File: src/rtl/dds_tuning_pkg.sv
// Shared types and default 125 MHz timing constants for the DDS push-button tuning controller.
package dds_tuning_pkg;

    typedef enum logic [1:0] {
        IDLE   = 2'd0,
        FIRE   = 2'd1,
        HOLD   = 2'd2,
        REPEAT = 2'd3
    } btn_state_t;

    typedef enum logic {
        COARSE = 1'b0,
        FINE   = 1'b1
    } adj_mode_t;

    // 10 ms debounce, 500 ms hold before repeat, 100 ms repeat period at 125 MHz
    localparam int DEF_DEBOUNCE_CYCLES = 1_250_000;
    localparam int DEF_REPEAT_DELAY    = 62_500_000;
    localparam int DEF_REPEAT_RATE     = 12_500_000;

endpackage

File: src/rtl/dds_tuning_ctrl_btn.sv
// One push-button channel: 2-FF synchroniser, counting debouncer and hold-to-repeat FSM.
// step_o is a single-cycle pulse; level_o is the debounced button level.
module dds_btn_debounce
    import dds_tuning_pkg::*;
#(
    parameter int DEBOUNCE_CYCLES = DEF_DEBOUNCE_CYCLES,
    parameter int REPEAT_DELAY    = DEF_REPEAT_DELAY,
    parameter int REPEAT_RATE     = DEF_REPEAT_RATE
) (
    input  logic clk_i,
    input  logic rst_i,
    input  logic btn_i,
    input  logic force_idle_i,
    output logic level_o,
    output logic step_o
);

    localparam int DB_W    = $clog2(DEBOUNCE_CYCLES);
    localparam int TMR_MAX = (REPEAT_DELAY > REPEAT_RATE) ? REPEAT_DELAY : REPEAT_RATE;
    localparam int TMR_W   = $clog2(TMR_MAX + 1);

    logic              sync1_q, sync2_q;
    logic              level_q, level_d, prev_q;
    logic [DB_W-1:0]   db_cnt_q, db_cnt_d;
    btn_state_t        state_q, state_d;
    logic [TMR_W-1:0]  tmr_q, tmr_d;
    logic              step;

    // NOTE: every always_comb output gets a default first, so no path can infer a latch.
    always_comb begin
        db_cnt_d = '0;
        level_d  = level_q;
        if (sync2_q != level_q) begin
            if (db_cnt_q == DB_W'(DEBOUNCE_CYCLES - 1)) level_d = sync2_q;
            else                                        db_cnt_d = db_cnt_q + 1'b1;
        end
    end

    always_comb begin
        state_d = state_q;
        tmr_d   = tmr_q;
        step    = 1'b0;
        unique case (state_q)
            IDLE: begin
                tmr_d = '0;
                if (level_q && !prev_q) state_d = FIRE;
            end
            FIRE: begin
                step    = 1'b1;
                state_d = HOLD;
                tmr_d   = '0;
            end
            HOLD: begin
                if (tmr_q == TMR_W'(REPEAT_DELAY - 1)) begin
                    state_d = REPEAT;
                    tmr_d   = '0;
                end else begin
                    tmr_d = tmr_q + 1'b1;
                end
            end
            REPEAT: begin
                if (tmr_q == TMR_W'(REPEAT_RATE - 1)) begin
                    step  = 1'b1;
                    tmr_d = '0;
                end else begin
                    tmr_d = tmr_q + 1'b1;
                end
            end
            default: state_d = IDLE;
        endcase
        // Release or a two-button chord parks the FSM until a fresh rising edge
        if (!level_q || force_idle_i) begin
            state_d = IDLE;
            tmr_d   = '0;
        end
    end

    // NOTE: sequential state uses non-blocking assignments only, so every flop samples pre-edge values.
    always_ff @(posedge clk_i) begin
        if (rst_i) begin
            sync1_q  <= 1'b0;
            sync2_q  <= 1'b0;
            level_q  <= 1'b0;
            prev_q   <= 1'b0;
            db_cnt_q <= '0;
            state_q  <= IDLE;
            tmr_q    <= '0;
        end else begin
            sync1_q  <= btn_i;
            sync2_q  <= sync1_q;
            level_q  <= level_d;
            prev_q   <= level_q;
            db_cnt_q <= db_cnt_d;
            state_q  <= state_d;
            tmr_q    <= tmr_d;
        end
    end

    assign level_o = level_q;
    assign step_o  = step && !force_idle_i;

endmodule

File: src/rtl/dds_tuning_ctrl.sv
// Push-button DDS tuning controller: coarse/fine indices into a coarse ROM, registered phase increment.
// Build option DDS_TUNING_WRAP_EN: indices wrap instead of saturating and o_at_limit is tied low.
module dds_tuning_ctrl
    import dds_tuning_pkg::*;
#(
    parameter int INC_WIDTH       = 32,
    parameter int COARSE_DEPTH    = 16,
    parameter int FINE_STEPS      = 8,
    parameter int FINE_SHIFT      = 3,
    parameter int DEBOUNCE_CYCLES = DEF_DEBOUNCE_CYCLES,
    parameter int REPEAT_DELAY    = DEF_REPEAT_DELAY,
    parameter int REPEAT_RATE     = DEF_REPEAT_RATE,
    localparam int CW = $clog2(COARSE_DEPTH),
    localparam int FW = $clog2(FINE_STEPS)
) (
    input  logic                 i_clk,
    input  logic                 i_rst,
    input  logic                 i_enable,
    input  logic                 i_aumentar,
    input  logic                 i_disminuir,
    input  logic                 i_tipo_ajuste,
    input  logic [INC_WIDTH-1:0] i_rom_incremento_grueso [COARSE_DEPTH],
    output logic [CW-1:0]        o_leds_grueso,
    output logic [FW-1:0]        o_leds_fino,
    output logic [INC_WIDTH-1:0] o_incremento,
    output logic                 o_inc_valid,
    output logic                 o_at_limit
);

    localparam logic [CW-1:0] C_MAX = CW'(COARSE_DEPTH - 1);
    localparam logic [FW-1:0] F_MAX = FW'(FINE_STEPS - 1);

    logic                 mode_s1_q, mode_s2_q;
    adj_mode_t            mode;
    logic                 lvl_up, lvl_dn, step_up, step_dn, both_held;
    logic [CW-1:0]        coarse_q, coarse_d;
    logic [FW-1:0]        fine_q, fine_d;
    logic                 chg_q, chg_d;
    logic                 init_q, valid_q;
    logic                 limit_q, limit_d;
    logic [INC_WIDTH-1:0] inc_q, inc_d, base, fine_step;

    assign both_held = lvl_up & lvl_dn;
    assign mode      = adj_mode_t'(mode_s2_q);

    dds_btn_debounce #(
        .DEBOUNCE_CYCLES (DEBOUNCE_CYCLES),
        .REPEAT_DELAY    (REPEAT_DELAY),
        .REPEAT_RATE     (REPEAT_RATE)
    ) u_btn_up (
        .clk_i        (i_clk),
        .rst_i        (i_rst),
        .btn_i        (i_aumentar),
        .force_idle_i (both_held),
        .level_o      (lvl_up),
        .step_o       (step_up)
    );

    dds_btn_debounce #(
        .DEBOUNCE_CYCLES (DEBOUNCE_CYCLES),
        .REPEAT_DELAY    (REPEAT_DELAY),
        .REPEAT_RATE     (REPEAT_RATE)
    ) u_btn_dn (
        .clk_i        (i_clk),
        .rst_i        (i_rst),
        .btn_i        (i_disminuir),
        .force_idle_i (both_held),
        .level_o      (lvl_dn),
        .step_o       (step_dn)
    );

    always_comb begin
        coarse_d = coarse_q;
        fine_d   = fine_q;
        chg_d    = 1'b0;
        if (i_enable && (step_up != step_dn)) begin
            if (mode == COARSE) begin
                if (step_up && coarse_q != C_MAX)    coarse_d = coarse_q + 1'b1;
                else if (step_dn && coarse_q != '0)  coarse_d = coarse_q - 1'b1;
`ifdef DDS_TUNING_WRAP_EN
                else if (step_up)                    coarse_d = '0;
                else                                 coarse_d = C_MAX;
`endif
                chg_d = (coarse_d != coarse_q);
                if (chg_d) fine_d = '0;
            end else begin
                if (step_up && fine_q != F_MAX)      fine_d = fine_q + 1'b1;
                else if (step_dn && fine_q != '0)    fine_d = fine_q - 1'b1;
`ifdef DDS_TUNING_WRAP_EN
                else if (step_up)                    fine_d = '0;
                else                                 fine_d = F_MAX;
`endif
                chg_d = (fine_d != fine_q);
            end
        end
    end

    always_comb begin
`ifdef DDS_TUNING_WRAP_EN
        limit_d = 1'b0;
`else
        if (mode == COARSE) limit_d = (coarse_q == '0) || (coarse_q == C_MAX);
        else                limit_d = (fine_q == '0) || (fine_q == F_MAX);
`endif
    end

    // Recomputed every cycle so a live ROM rewrite reaches the output without an index step
    always_comb begin
        base      = i_rom_incremento_grueso[coarse_q];
        fine_step = base >> FINE_SHIFT;
        inc_d     = base + INC_WIDTH'(fine_q) * fine_step;
    end

    always_ff @(posedge i_clk) begin
        if (i_rst) begin
            mode_s1_q <= 1'b0;
            mode_s2_q <= 1'b0;
            coarse_q  <= '0;
            fine_q    <= '0;
            chg_q     <= 1'b0;
            init_q    <= 1'b1;
            valid_q   <= 1'b0;
            limit_q   <= 1'b0;
            inc_q     <= '0;
        end else begin
            mode_s1_q <= i_tipo_ajuste;
            mode_s2_q <= mode_s1_q;
            coarse_q  <= coarse_d;
            fine_q    <= fine_d;
            chg_q     <= chg_d;
            init_q    <= 1'b0;
            valid_q   <= chg_q | init_q;
            limit_q   <= limit_d;
            inc_q     <= inc_d;
        end
    end

    assign o_leds_grueso = coarse_q;
    assign o_leds_fino   = fine_q;
    assign o_incremento  = inc_q;
    assign o_inc_valid   = valid_q;
    assign o_at_limit    = limit_q;

endmodule

File: config.mk
export PLATFORM = sky130hd
export DESIGN_NAME = dds_tuning_ctrl
export DESIGN_NICKNAME = d
export VERILOG_FILES = /design/src/rtl/dds_tuning_pkg.sv /design/src/rtl/dds_tuning_ctrl_btn.sv /design/src/rtl/dds_tuning_ctrl.sv
export SDC_FILE = /design/constraint.sdc
export NUM_CORES = 1
export LEC_CHECK = 0
export ABC_AREA = 1
export CAP_MARGIN = 20
export CORE_AREA = 3 3 218 220
export CTS_CLUSTER_SIZE = 25
export DETAILED_ROUTE_END_ITERATION = 10
export DIE_AREA = 0 0 221 223
export PLACE_DENSITY = 0.59
export SKIP_LAST_GASP = 1
export SYNTH_ARGS = -nofsm -noshare
export SYNTH_HDL_FRONTEND = slang
export SYNTH_SLANG_ARGS = --single-unit
File: constraint.sdc
create_clock -name i_clk -period 11.04 [get_ports i_clk]
set_input_delay 1.656 -clock i_clk [delete_from_list [all_inputs] [get_ports i_clk]]
set_output_delay 1.656 -clock i_clk [all_outputs]
set_load 0.01 [all_outputs]
==> metrics.cfg <==
[critical_path]
worstSetupStartpointType = register
worstPathArrival_ns = 6.62
reg2regPathDepth = 21
cp-startpoint = o_leds_grueso[0]$_SDFFE_PP0P_
worstPathRequired_ns = 11.35
cp-end-kind = register
crit_fanout = 103
crit_type = reg -> reg
timing.rr.start = o_leds_grueso[0]$_SDFFE_PP0P_

[sta]
worst_slew_margin_rel = 0.283
max_freq_mhz = 159
tns_ns = 0
setup_viol = 0
rsz0062_at_grt = no
hold_viol = 0
finalCritPeriodShare = 0.571
slew_violations = 0
worst_pin_slew_ns = 1.07
period_needed_ns = 6.30
clock-skew-final_ns = 0.0112

[place]
placed_cells = 3329
gp_congestion = 0.989
portBuffers = 558
post-dp-hpwl_um = 57400

[logic_synthesis]
yosys-top-cells-count = 540 x nor2_1, 305 x o21ai_0, 248 x inv_1
muxShareOfSynthArea = 0
yosysMostFrequentCell = nor2_1
yosys.area_share.adder = 0.123
synth-xor-area-share = 0.0261
synth_top_flop_cell = dfxtp_1
synth-simple-area-share = 0.287
synthCells = 2279
avgSynthCellArea_um2 = 6.47
async_flop_share = 0
synth.top_cell.area_share = 0.205
yosysTopAreaCell = dfxtp_1
yosysWarnings = 0
netlist_area_um2 = 14700
ys_ff_latch = 151
synth_fp_nets = 2908
synth.distinct_cells = 57
synth_edf_count = 0
synth_seq_area_share = 0.205
synth_compound_area_frac = 0.257
synth_top_family_by_area = simple AND/OR/NAND/NOR gates
ys_top_cells_by_area = dfxtp_1 20%, nor2_1 14%, o21ai_0 10%

[floorplanning]
start_util = 0.324
die_h_um = 223
die_w_um = 221
io_pins = 559
rows = 78
core-area_um2 = 45500
dieArea_um2 = 49300

[clocking]
clock-sinks = 151
cts_resized = 0
cts_tree = yes
clk_pin_slew_worst_paths_ns = 0.06
cts_made_buffers = 17
postCtsSetupBuffers = 0
ctsHoldBuffers = 0
htree_levels = 4
clock_path_buffers = 2
insertion_delay_ns = 0.42
clockRootBuffer = clkbuf_16

[power]
peakVddDrop_uv = 97.7
power_density_nw_per_um2 = 68.9
power_leakage_nw = 8.39

[flow_run]
maxCapViolations = 0

[route]
drc = 0
first_pass_iters = 6
drtIter0Drc = 1668
vias_per_cell = 5.28
wl_um = 70100
route.antenna.remaining_nets = 0
num_vias = 17800
wl_per_cell_um = 20.8

[global_routing]
gr-usage-met3 = 0.0753
track_usage = 0.270
antenna_found_initial = 21
grt_pass1_vias = 17200
grt_pass1_wl_um = 104000
grt.busiest_layer = met2
overflow = 0
use_met2 = 0.434
grt_util_met1 = 0.353
grt_max_degree = 104

[final_layout]
layout.nets = 3379
drive_above_1_share = 0.0464
area_delta_synth_final_pct = 44.6
instances_no_fill = 3372

[status]
outcome = finished clean

[hold_path]
whs_path_depth = 2
worstHoldStart = u_btn_up.sync1_q$_SDFF_PP0_
hp-class = reg -> reg

-- cell families (layout without fill, tap and decap cells) --
| logic type | after synthesis | after routing |
|---|---|---|
| other cells | 0 | 12 |
| xor+xnor | 44 | 44 |
| buf+inv | 375 | 856 |
| flops | 151 | 151 |
| compound gates | 630 | 630 |
| simple gates | 968 | 968 |
| fa+ha+maj | 111 | 111 |
-- final cells by class --
cell class / instances / area [µm²]
fillers: 4722 / 24100
well taps: 600 / 751
multi-input cells: 1753 / 10200
flip-flops and latches: 151 / 3030
inverters: 253 / 956
diodes: 12 / 30.0
clock buffers: 18 / 450
repair buffers: 574 / 5730
clock inverters: 11 / 149
-- critical path, stage by stage (launching register included) --
cell	delay, ns
dfxtp_4	0.62
inv_6	0.30
buf_4	0.50
o21ai_0	0.78
o22ai_1	0.14
a22o_1	0.26
a221oi_2	0.44
nor2_1	0.13
fa_1	0.57
inv_1	0.06
fa_1	0.52
inv_1	0.04
ha_1	0.36
nand2_1	0.12
nor2_1	0.23
nand2_1	0.11
o311ai_1	0.51
nand2_1	0.11
nand2_1	0.10
nand2_1	0.05
nand2_1	0.06
nor2_1	0.04
-- cell usage in the layout (no fill, tap or decap), types with 26 or more instances in the layout --
cell type,instances
o21ai_0,305
a21oi_1,88
clkdlybuf4s50_1,558
o22ai_1,131
xor2_1,34
nor2_1,537
nand3_1,48
fa_1,57
a221oi_2,26
dfxtp_1,149
nor3_1,38
nand2_1,233
inv_1,246
nand4_1,40
ha_1,54
-- sequential cells by signal, indices dropped and copies added, names as in the netlist, 2 cells and up --
| name | flops |
|---|---|
| o_incremento | 32 |
| o_leds_fino | 3 |
| o_leds_grueso | 4 |
| u_btn_dn.db_cnt_q | 21 |
| u_btn_dn.state_q | 2 |
| u_btn_dn.tmr_q | 26 |
| u_btn_up.db_cnt_q | 21 |
| u_btn_up.state_q | 2 |
| u_btn_up.tmr_q | 26 |
-- per-layer routing --
layer | part of all wire | vias to the layer above | wire [µm]
met5 | 0.0012 | - | 85
met4 | 0.024 | 14 | 1710
met2 | 0.46 | 724 | 32200
li1 | - | 8608 | -
met3 | 0.086 | 96 | 6040
met1 | 0.43 | 8375 | 30000
-- worst paths after layout --
path | endpoint | slack (ns)
worst max-delay path | o_incremento[22]$_SDFF_PP0_ | 4.74
worst min-delay path | u_btn_up.sync2_q$_SDFF_PP0_ | 0.41
worst max register to register | o_incremento[22]$_SDFF_PP0_ | 4.74
worst min register to register | u_btn_up.sync2_q$_SDFF_PP0_ | 0.41
-- power by group --
group          leakage [nW]  internal [mW]  switching [mW]
registers              1.23          0.553         0.00477
clock network         0.286          0.366           0.233
logic                  6.88          0.203           0.110
total                  8.39           1.12           0.348
-- per-stage QoR --
| step | worst slack, ns | cell area, µm² | hold WS (ns) | total power [mW] | util |
|---|---|---|---|---|---|
| finish | 4.74 | 21300 | 0.410 | 1.47 | 0.469 |
| global route | 4.17 | 21300 | 0.432 | 1.53 | 0.469 |
| CTS | 4.82 | 21300 | 0.412 | 1.48 | 0.467 |
| detailed placement | 4.43 | 20700 | 0.400 | 0.880 | 0.454 |
| global placement | 4.46 | 20700 | 0.398 | 0.879 | 0.454 |
| floorplan | 5.96 | 14700 | 0.388 | 0.642 | - |
No activity file was read; power rests on OpenSTA's default activity.
